File: src/rtl/aes_result_collector_if.sv
// Handshake bundle between the AES result collector, its upstream issuer,
// the AES core output and the downstream consumer.
interface aes_result_collector_if #(
  parameter int TAG_W = 8
);
  logic             in_valid;
  logic             in_ready;
  logic [TAG_W-1:0] in_tag;
  logic [127:0]     core_out;
  logic             out_valid;
  logic             out_ready;
  logic [127:0]     out_data;
  logic [TAG_W-1:0] out_tag;

  // Collector side of the bundle.
  modport slave (
    input  in_valid, in_tag, core_out, out_ready,
    output in_ready, out_valid, out_data, out_tag
  );

  // Environment side: upstream issuer, core output and downstream consumer.
  modport master (
    output in_valid, in_tag, core_out, out_ready,
    input  in_ready, out_valid, out_data, out_tag
  );
endinterface

File: src/rtl/aes_result_collector.sv
// aes_result_collector: gives a fixed-latency, non-stallable AES core a
// valid/ready interface. Issued transactions ride a LATENCY-deep valid/tag
// line; when a transaction emerges, core_out is captured into a FWFT FIFO.
// Credits (inflight + fifo_level < DEPTH) reserve a FIFO slot for every issue,
// so a capture can never find the FIFO full unless LATENCY is misconfigured.
module aes_result_collector #(
  parameter  int LATENCY = 21,
  parameter  int DEPTH   = 32,
  parameter  int TAG_W   = 8,
  localparam int INF_W   = $clog2(LATENCY + 1),
  localparam int LVL_W   = $clog2(DEPTH + 1),
  localparam int PTR_W   = (DEPTH > 1) ? $clog2(DEPTH) : 1
) (
  input  logic                  clk,
  input  logic                  rst,
  aes_result_collector_if.slave bus,
  output logic [INF_W-1:0]      inflight,
  output logic [LVL_W-1:0]      fifo_level,
  output logic                  ovf_err
);

  logic [LATENCY-1:0] vline_r;
  logic [TAG_W-1:0]   tline_r    [LATENCY];
  logic [127:0]       mem_data_r [DEPTH];
  logic [TAG_W-1:0]   mem_tag_r  [DEPTH];
  logic [PTR_W-1:0]   wr_ptr_r;
  logic [PTR_W-1:0]   rd_ptr_r;
  logic [INF_W-1:0]   inflight_r;
  logic [INF_W-1:0]   inflight_nxt_s;
  logic [LVL_W-1:0]   level_r;
  logic [LVL_W-1:0]   level_nxt_s;
  logic               in_ready_r;
  logic               out_valid_r;
  logic               ovf_r;
  logic               accept_s;
  logic               cap_s;
  logic               pop_s;
  logic               full_s;
  logic               wr_en_s;
  logic               ovf_hit_s;

  // Pointer advance modulo DEPTH; DEPTH need not be a power of two.
  function automatic logic [PTR_W-1:0] ptr_inc(input logic [PTR_W-1:0] p);
    if (p == PTR_W'(DEPTH - 1)) begin
      return '0;
    end else begin
      return p + PTR_W'(1);
    end
  endfunction

  // Handshake decode and next values of the occupancy counters.
  always_comb begin
    accept_s       = bus.in_valid & in_ready_r;
    cap_s          = vline_r[LATENCY-1];
    pop_s          = out_valid_r & bus.out_ready;
    full_s         = (level_r == LVL_W'(DEPTH));
    // A pop in the same edge frees the slot the capture writes into.
    wr_en_s        = cap_s & (~full_s | pop_s);
    ovf_hit_s      = cap_s & full_s & ~pop_s;
    inflight_nxt_s = inflight_r + INF_W'(accept_s) - INF_W'(cap_s);
    level_nxt_s    = level_r + LVL_W'(wr_en_s) - LVL_W'(pop_s);
  end

  // Valid/tag line, counters, pointers, credit and status registers.
  always_ff @(posedge clk or negedge rst) begin
    if (!rst) begin
      vline_r     <= '0;
      for (int i = 0; i < LATENCY; i++) begin
        tline_r[i] <= '0;
      end
      inflight_r  <= '0;
      level_r     <= '0;
      wr_ptr_r    <= '0;
      rd_ptr_r    <= '0;
      in_ready_r  <= 1'b1;
      out_valid_r <= 1'b0;
      ovf_r       <= 1'b0;
    end else begin
      vline_r[0] <= accept_s;
      tline_r[0] <= bus.in_tag;
      for (int i = 1; i < LATENCY; i++) begin
        vline_r[i] <= vline_r[i-1];
        tline_r[i] <= tline_r[i-1];
      end
      inflight_r  <= inflight_nxt_s;
      level_r     <= level_nxt_s;
      // Credit decision is registered so in_ready never depends on in_valid/out_ready.
      in_ready_r  <= (32'(inflight_nxt_s) + 32'(level_nxt_s)) < 32'(DEPTH);
      out_valid_r <= (level_nxt_s != '0);
      if (wr_en_s) begin
        wr_ptr_r <= ptr_inc(wr_ptr_r);
      end
      if (pop_s) begin
        rd_ptr_r <= ptr_inc(rd_ptr_r);
      end
      if (ovf_hit_s) begin
        ovf_r <= 1'b1;
      end
    end
  end

  // Result storage; contents are qualified by out_valid so no reset is needed.
  always_ff @(posedge clk) begin
    if (wr_en_s) begin
      mem_data_r[wr_ptr_r] <= bus.core_out;
      mem_tag_r[wr_ptr_r]  <= tline_r[LATENCY-1];
    end
  end

  // Output drive: FWFT head, forced to zero whenever the FIFO is empty.
  always_comb begin
    bus.in_ready  = in_ready_r;
    bus.out_valid = out_valid_r;
    if (out_valid_r) begin
      bus.out_data = mem_data_r[rd_ptr_r];
      bus.out_tag  = mem_tag_r[rd_ptr_r];
    end else begin
      bus.out_data = '0;
      bus.out_tag  = '0;
    end
    inflight   = inflight_r;
    fifo_level = level_r;
    ovf_err    = ovf_r;
  end

endmodule

File: src/flat_wrapper.sv
// flat-port wrapper written by rule: the top's interface ports become plain ports
module aes_result_collector_flat 
#(
  parameter  int LATENCY = 21,
  parameter  int DEPTH   = 32,
  parameter  int TAG_W   = 8,
  localparam int INF_W   = $clog2(LATENCY + 1),
  localparam int LVL_W   = $clog2(DEPTH + 1),
  localparam int PTR_W   = (DEPTH > 1) ? $clog2(DEPTH) : 1
)
  (clk, rst, inflight, fifo_level, ovf_err, bus_in_valid, bus_in_tag, bus_core_out, bus_out_ready, bus_in_ready, bus_out_valid, bus_out_data, bus_out_tag);
  aes_result_collector_if #(.TAG_W(TAG_W)) bus_i ();
  input  logic clk;
  input  logic rst;
  output logic [INF_W-1:0] inflight;
  output logic [LVL_W-1:0] fifo_level;
  output logic ovf_err;
  input wire logic [$bits(bus_i.in_valid)-1:0] bus_in_valid;
  input wire logic [$bits(bus_i.in_tag)-1:0] bus_in_tag;
  input wire logic [$bits(bus_i.core_out)-1:0] bus_core_out;
  input wire logic [$bits(bus_i.out_ready)-1:0] bus_out_ready;
  output wire logic [$bits(bus_i.in_ready)-1:0] bus_in_ready;
  output wire logic [$bits(bus_i.out_valid)-1:0] bus_out_valid;
  output wire logic [$bits(bus_i.out_data)-1:0] bus_out_data;
  output wire logic [$bits(bus_i.out_tag)-1:0] bus_out_tag;
  assign bus_i.in_valid = bus_in_valid;
  assign bus_i.in_tag = bus_in_tag;
  assign bus_i.core_out = bus_core_out;
  assign bus_i.out_ready = bus_out_ready;
  assign bus_in_ready = bus_i.in_ready;
  assign bus_out_valid = bus_i.out_valid;
  assign bus_out_data = bus_i.out_data;
  assign bus_out_tag = bus_i.out_tag;
  aes_result_collector #(.LATENCY(LATENCY), .DEPTH(DEPTH), .TAG_W(TAG_W)) u_core (.clk(clk), .rst(rst), .bus(bus_i), .inflight(inflight), .fifo_level(fifo_level), .ovf_err(ovf_err));
endmodule
File: config.mk
export PLATFORM = sky130hd
export DESIGN_NAME = aes_result_collector_flat
export DESIGN_NICKNAME = d
export VERILOG_FILES = /design/src/rtl/aes_result_collector_if.sv /design/src/rtl/aes_result_collector.sv /design/src/flat_wrapper.sv
export SDC_FILE = /design/constraint.sdc
export NUM_CORES = 2
export LEC_CHECK = 0
export CAP_MARGIN = 20
export CORE_UTILIZATION = 56
export CTS_CLUSTER_SIZE = 14
export DETAILED_ROUTE_END_ITERATION = 7
export HOLD_SLACK_MARGIN = 0.06
export PLACE_DENSITY_LB_ADDON = 0.15
export SYNTH_ARGS = -nofsm -noshare
export SYNTH_HDL_FRONTEND = slang
export SYNTH_MEMORY_MAX_BITS = 65536
export SYNTH_SLANG_ARGS = --single-unit
export TNS_END_PERCENT = 20
File: constraint.sdc
create_clock -name clk -period 7.8 [get_ports clk]
set_input_delay 1.17 -clock clk [delete_from_list [all_inputs] [get_ports clk]]
set_output_delay 1.17 -clock clk [all_outputs]
set_load 0.1 [all_outputs]
==> results.cfg <==
[run_status]
outcome = completed

[grt]
grt_max_degree = 132
antenna_found_initial = 38
grtUsageMet1 = 0.396
grt_pass1_wl_microns = 616000
met2_usage = 0.455
busiest_layer = met2
grt_usage = 0.282
use_met3 = 0.0573
grt_pass1_vias = 84567
gr-total-overflow = 0

[worst_setup_path]
critPathKind = reg -> out
cp_data_arrival_time_ns = 5.86
r2r_cells = 8
r2r-start = u_core.bus.out_valid
cp_slowest_cell = clkdlybuf4s50_1
required_ns = 6.63
critPathMaxFanout = 32
timing.rr.end = u_core.mem_data_r[6][8]
r2r_setup_slack_ns = 3.15
worst_path_largest_cell_delay_ns = 1.28
crit_path_end_kind = output port
cp-start-kind = flop
crit_chain = and2_4 -> nand2b_4 -> buf_4 -> o221ai_1 -> a211oi_1 -> nor3_1 -> clkdlybuf4s50_1

[logic_synthesis]
synth_nets = 7991
syn_area_per_cell_sq_um = 22.0
synth_top_area_share = 0.760
netlist_instances = 7825
synth_top_area_cell = edfxtp_1
synth_edf_count = 4352
syn_area_sq_mm = 0.172
ys_warn_count = 0
yosys.cell_types.count = 50
synth_most_common_cell = edfxtp_1
synth.area.top_cells = edfxtp_1 (76%), mux4_2 (11%), mux2i_1 (3.9%)
synthFlopType = edfxtp_1
ys_top_cells_by_count = edfxtp_1 (4,352), mux4_2 (818), mux2i_1 (671)
ys_seq_elements = 4565
synthArstFlopShare = 0.0467
seq_area_frac_synth = 0.791

[die]
start_util = 0.563
die_y_microns = 556
io_pins = 290
rows = 203
core_area_sq_mm = 0.306
fp.dieArea_sq_mm = 0.309
die_x_microns = 556

[timing]
fmax_ghz = 0.142
hold_ws_ns = 0.209
final.period_utilization = 0.901
fin_worst_skew_ns = 0.0619
final.setup.tns_ns = 0
finalHoldViolations = 0
slew_violations = 0
post-route-min-period_ns = 7.03
worst_pin_slew_ns = 1.20
rsz0062_at_grt = false
slew_headroom = 0.200
setup_violations = 0
fin_ws_ns = 0.774

[route]
dr_total_vias = 83981
post_drt_wl_per_cell_microns = 33.9
drc_errors = 0
dr.pass1.iters = 5
ant_nets = 0
vias_per_cell = 6.52
drt_iter0_markers = 10258
wirelength_microns = 436000

[run]
cap_violations = 0

[power]
power_leakage_uw = 0.0637
p_sw_uw = 27200
p_seq_frac = 0.370
peakVddDrop_mv = 0.622
clkPwrFrac = 0.286
power_frac_comb = 0.344
p_int_uw = 47900
power-per-cell-area_mw_per_mm2 = 383
p_sw_frac = 0.362

[place]
gp_congestion = 0.760
placement.io_buffers = 289
hpwl_microns = 217000
dp_slack_ns = 1.75

[hold_path]
worstHoldPathType = in -> async

[cts]
cts_hold_buf = 0
cts_sinks = 4565
cts_buffers = 449
cts_buffer_depth = 4
cts-root-buf = clkbuf_16
clk_latency_ns = 0.98
postCtsResizedCells = 0
cts_tree = built
postCtsSetupRepairBufs = 0
cts.htree.levels = 5
path_clk_slew_ns = 0.06

[cells_and_area]
drive_gt1_frac = 0.215
multi_input_area_sq_mm = 0.0340
finalNetCount = 8542
seq_area_sq_mm = 0.136
areaGrowthSynthToFinish_pct = 14.1
final.fill_count = 20061
## metal layers
metal / wire (microns) / up-vias
met1: 173000 / 45176
met5: 200 / -
met4: 12200 / 32
li1: - / 33990
met2: 213000 / 4061
met3: 38800 / 722
## cells in the final DEF (no fill, tap or decap), types with 69 or more instances in the layout
cell and instances:
clkinv_2 104, nor3_1 121, edfxtp_1 4352, clkbuf_1 95
a2111oi_0 69, o221ai_1 69, o22ai_1 69, clkdlybuf4s50_1 205
dfrtp_1 207, clkinv_1 85, buf_12 76, nor2_1 136
mux2i_1 671, a211oi_1 136, mux4_2 818, nand2_1 150
a22oi_1 76, clkbuf_16 459, buf_4 224
## worst max-delay path by stage
| stage | from | endpoint | slack (ns) | cells after the start |
|---|---|---|---|---|
| global route | u_core.rd_ptr_r[2] | bus_out_data[93] | 0.73 | 7 |
| detailed placement | u_core.rd_ptr_r[2] | bus_out_data[93] | 1.75 | 7 |
| finish | u_core.rd_ptr_r[2] | bus_out_data[93] | 0.77 | 7 |
| global placement | u_core.rd_ptr_r[2] | bus_out_data[93] | 1.77 | 7 |
| CTS | u_core.rd_ptr_r[2] | bus_out_data[93] | 0.67 | 7 |
| floorplan | bus_out_ready | u_core.mem_data_r[31][0] | -0.47 | 6 |
## layout make-up
class | instances | area share
clock buffers | 559 | 0.0602
flip-flops and latches | 4565 | 0.693
repair buffers | 547 | 0.0317
inverters | 25 | 0.000491
multi-input cells | 2788 | 0.173
clock inverters | 275 | 0.0147
diodes | 15 | 0.000191
well taps | 4100 | 0.0262
## cells by family after synthesis
logic type,Yosys count,synth area share
compound gates,719,0.0322
xor+xnor,7,0.000356
fa+ha+maj,26,0.00198
buf+inv,472,0.0138
flops,4565,0.791
mux,1499,0.147
simple gates,537,0.0140
## through the flow
stage | total power, uW | utilization | instance area (sq um) | cells
floorplan | 46700 | - | 172000 | 7825
global placement | 54000 | 0.590 | 180000 | 11981
detailed placement | 54100 | 0.591 | 181000 | 11988
CTS | 75500 | 0.639 | 195000 | 12822
global route | 77500 | 0.642 | 196000 | 12867
finish | 75100 | 0.642 | 196000 | 12874
## power groups by stage
stage / logic, uW / clock network (uW) / registers (uW)
finish: 25800 / 21500 / 27800
global route: 27000 / 22700 / 27800
CTS: 25900 / 21700 / 27800
detailed placement: 25800 / 0 / 28300
global placement: 25700 / 0 / 28300
floorplan: 18300 / 0 / 28400
## worst max-delay path, delay by kind of cell, from the launching register on
kind / cells / cell delay [ns]
flip-flops: 1 / 0.95
buffers and inverters: 2 / 1.67
AO/OA/AOI/OAI: 2 / 0.32
AND/OR/NAND/NOR: 3 / 1.88
## flip-flops by register name, summed over array words and instances, names as in the netlist
name and flops:
u_core.vline_r 21, u_core.mem_tag_r 256, u_core.bus.out_valid 1, u_core.rd_ptr_r 5, u_core.inflight 5, u_core.ovf_err 1
u_core.fifo_level 6, u_core.bus.in_ready 1, u_core.wr_ptr_r 5, u_core.mem_data_r 4096, u_core.tline_r 168
No activity file was read; power rests on OpenSTA's default activity.
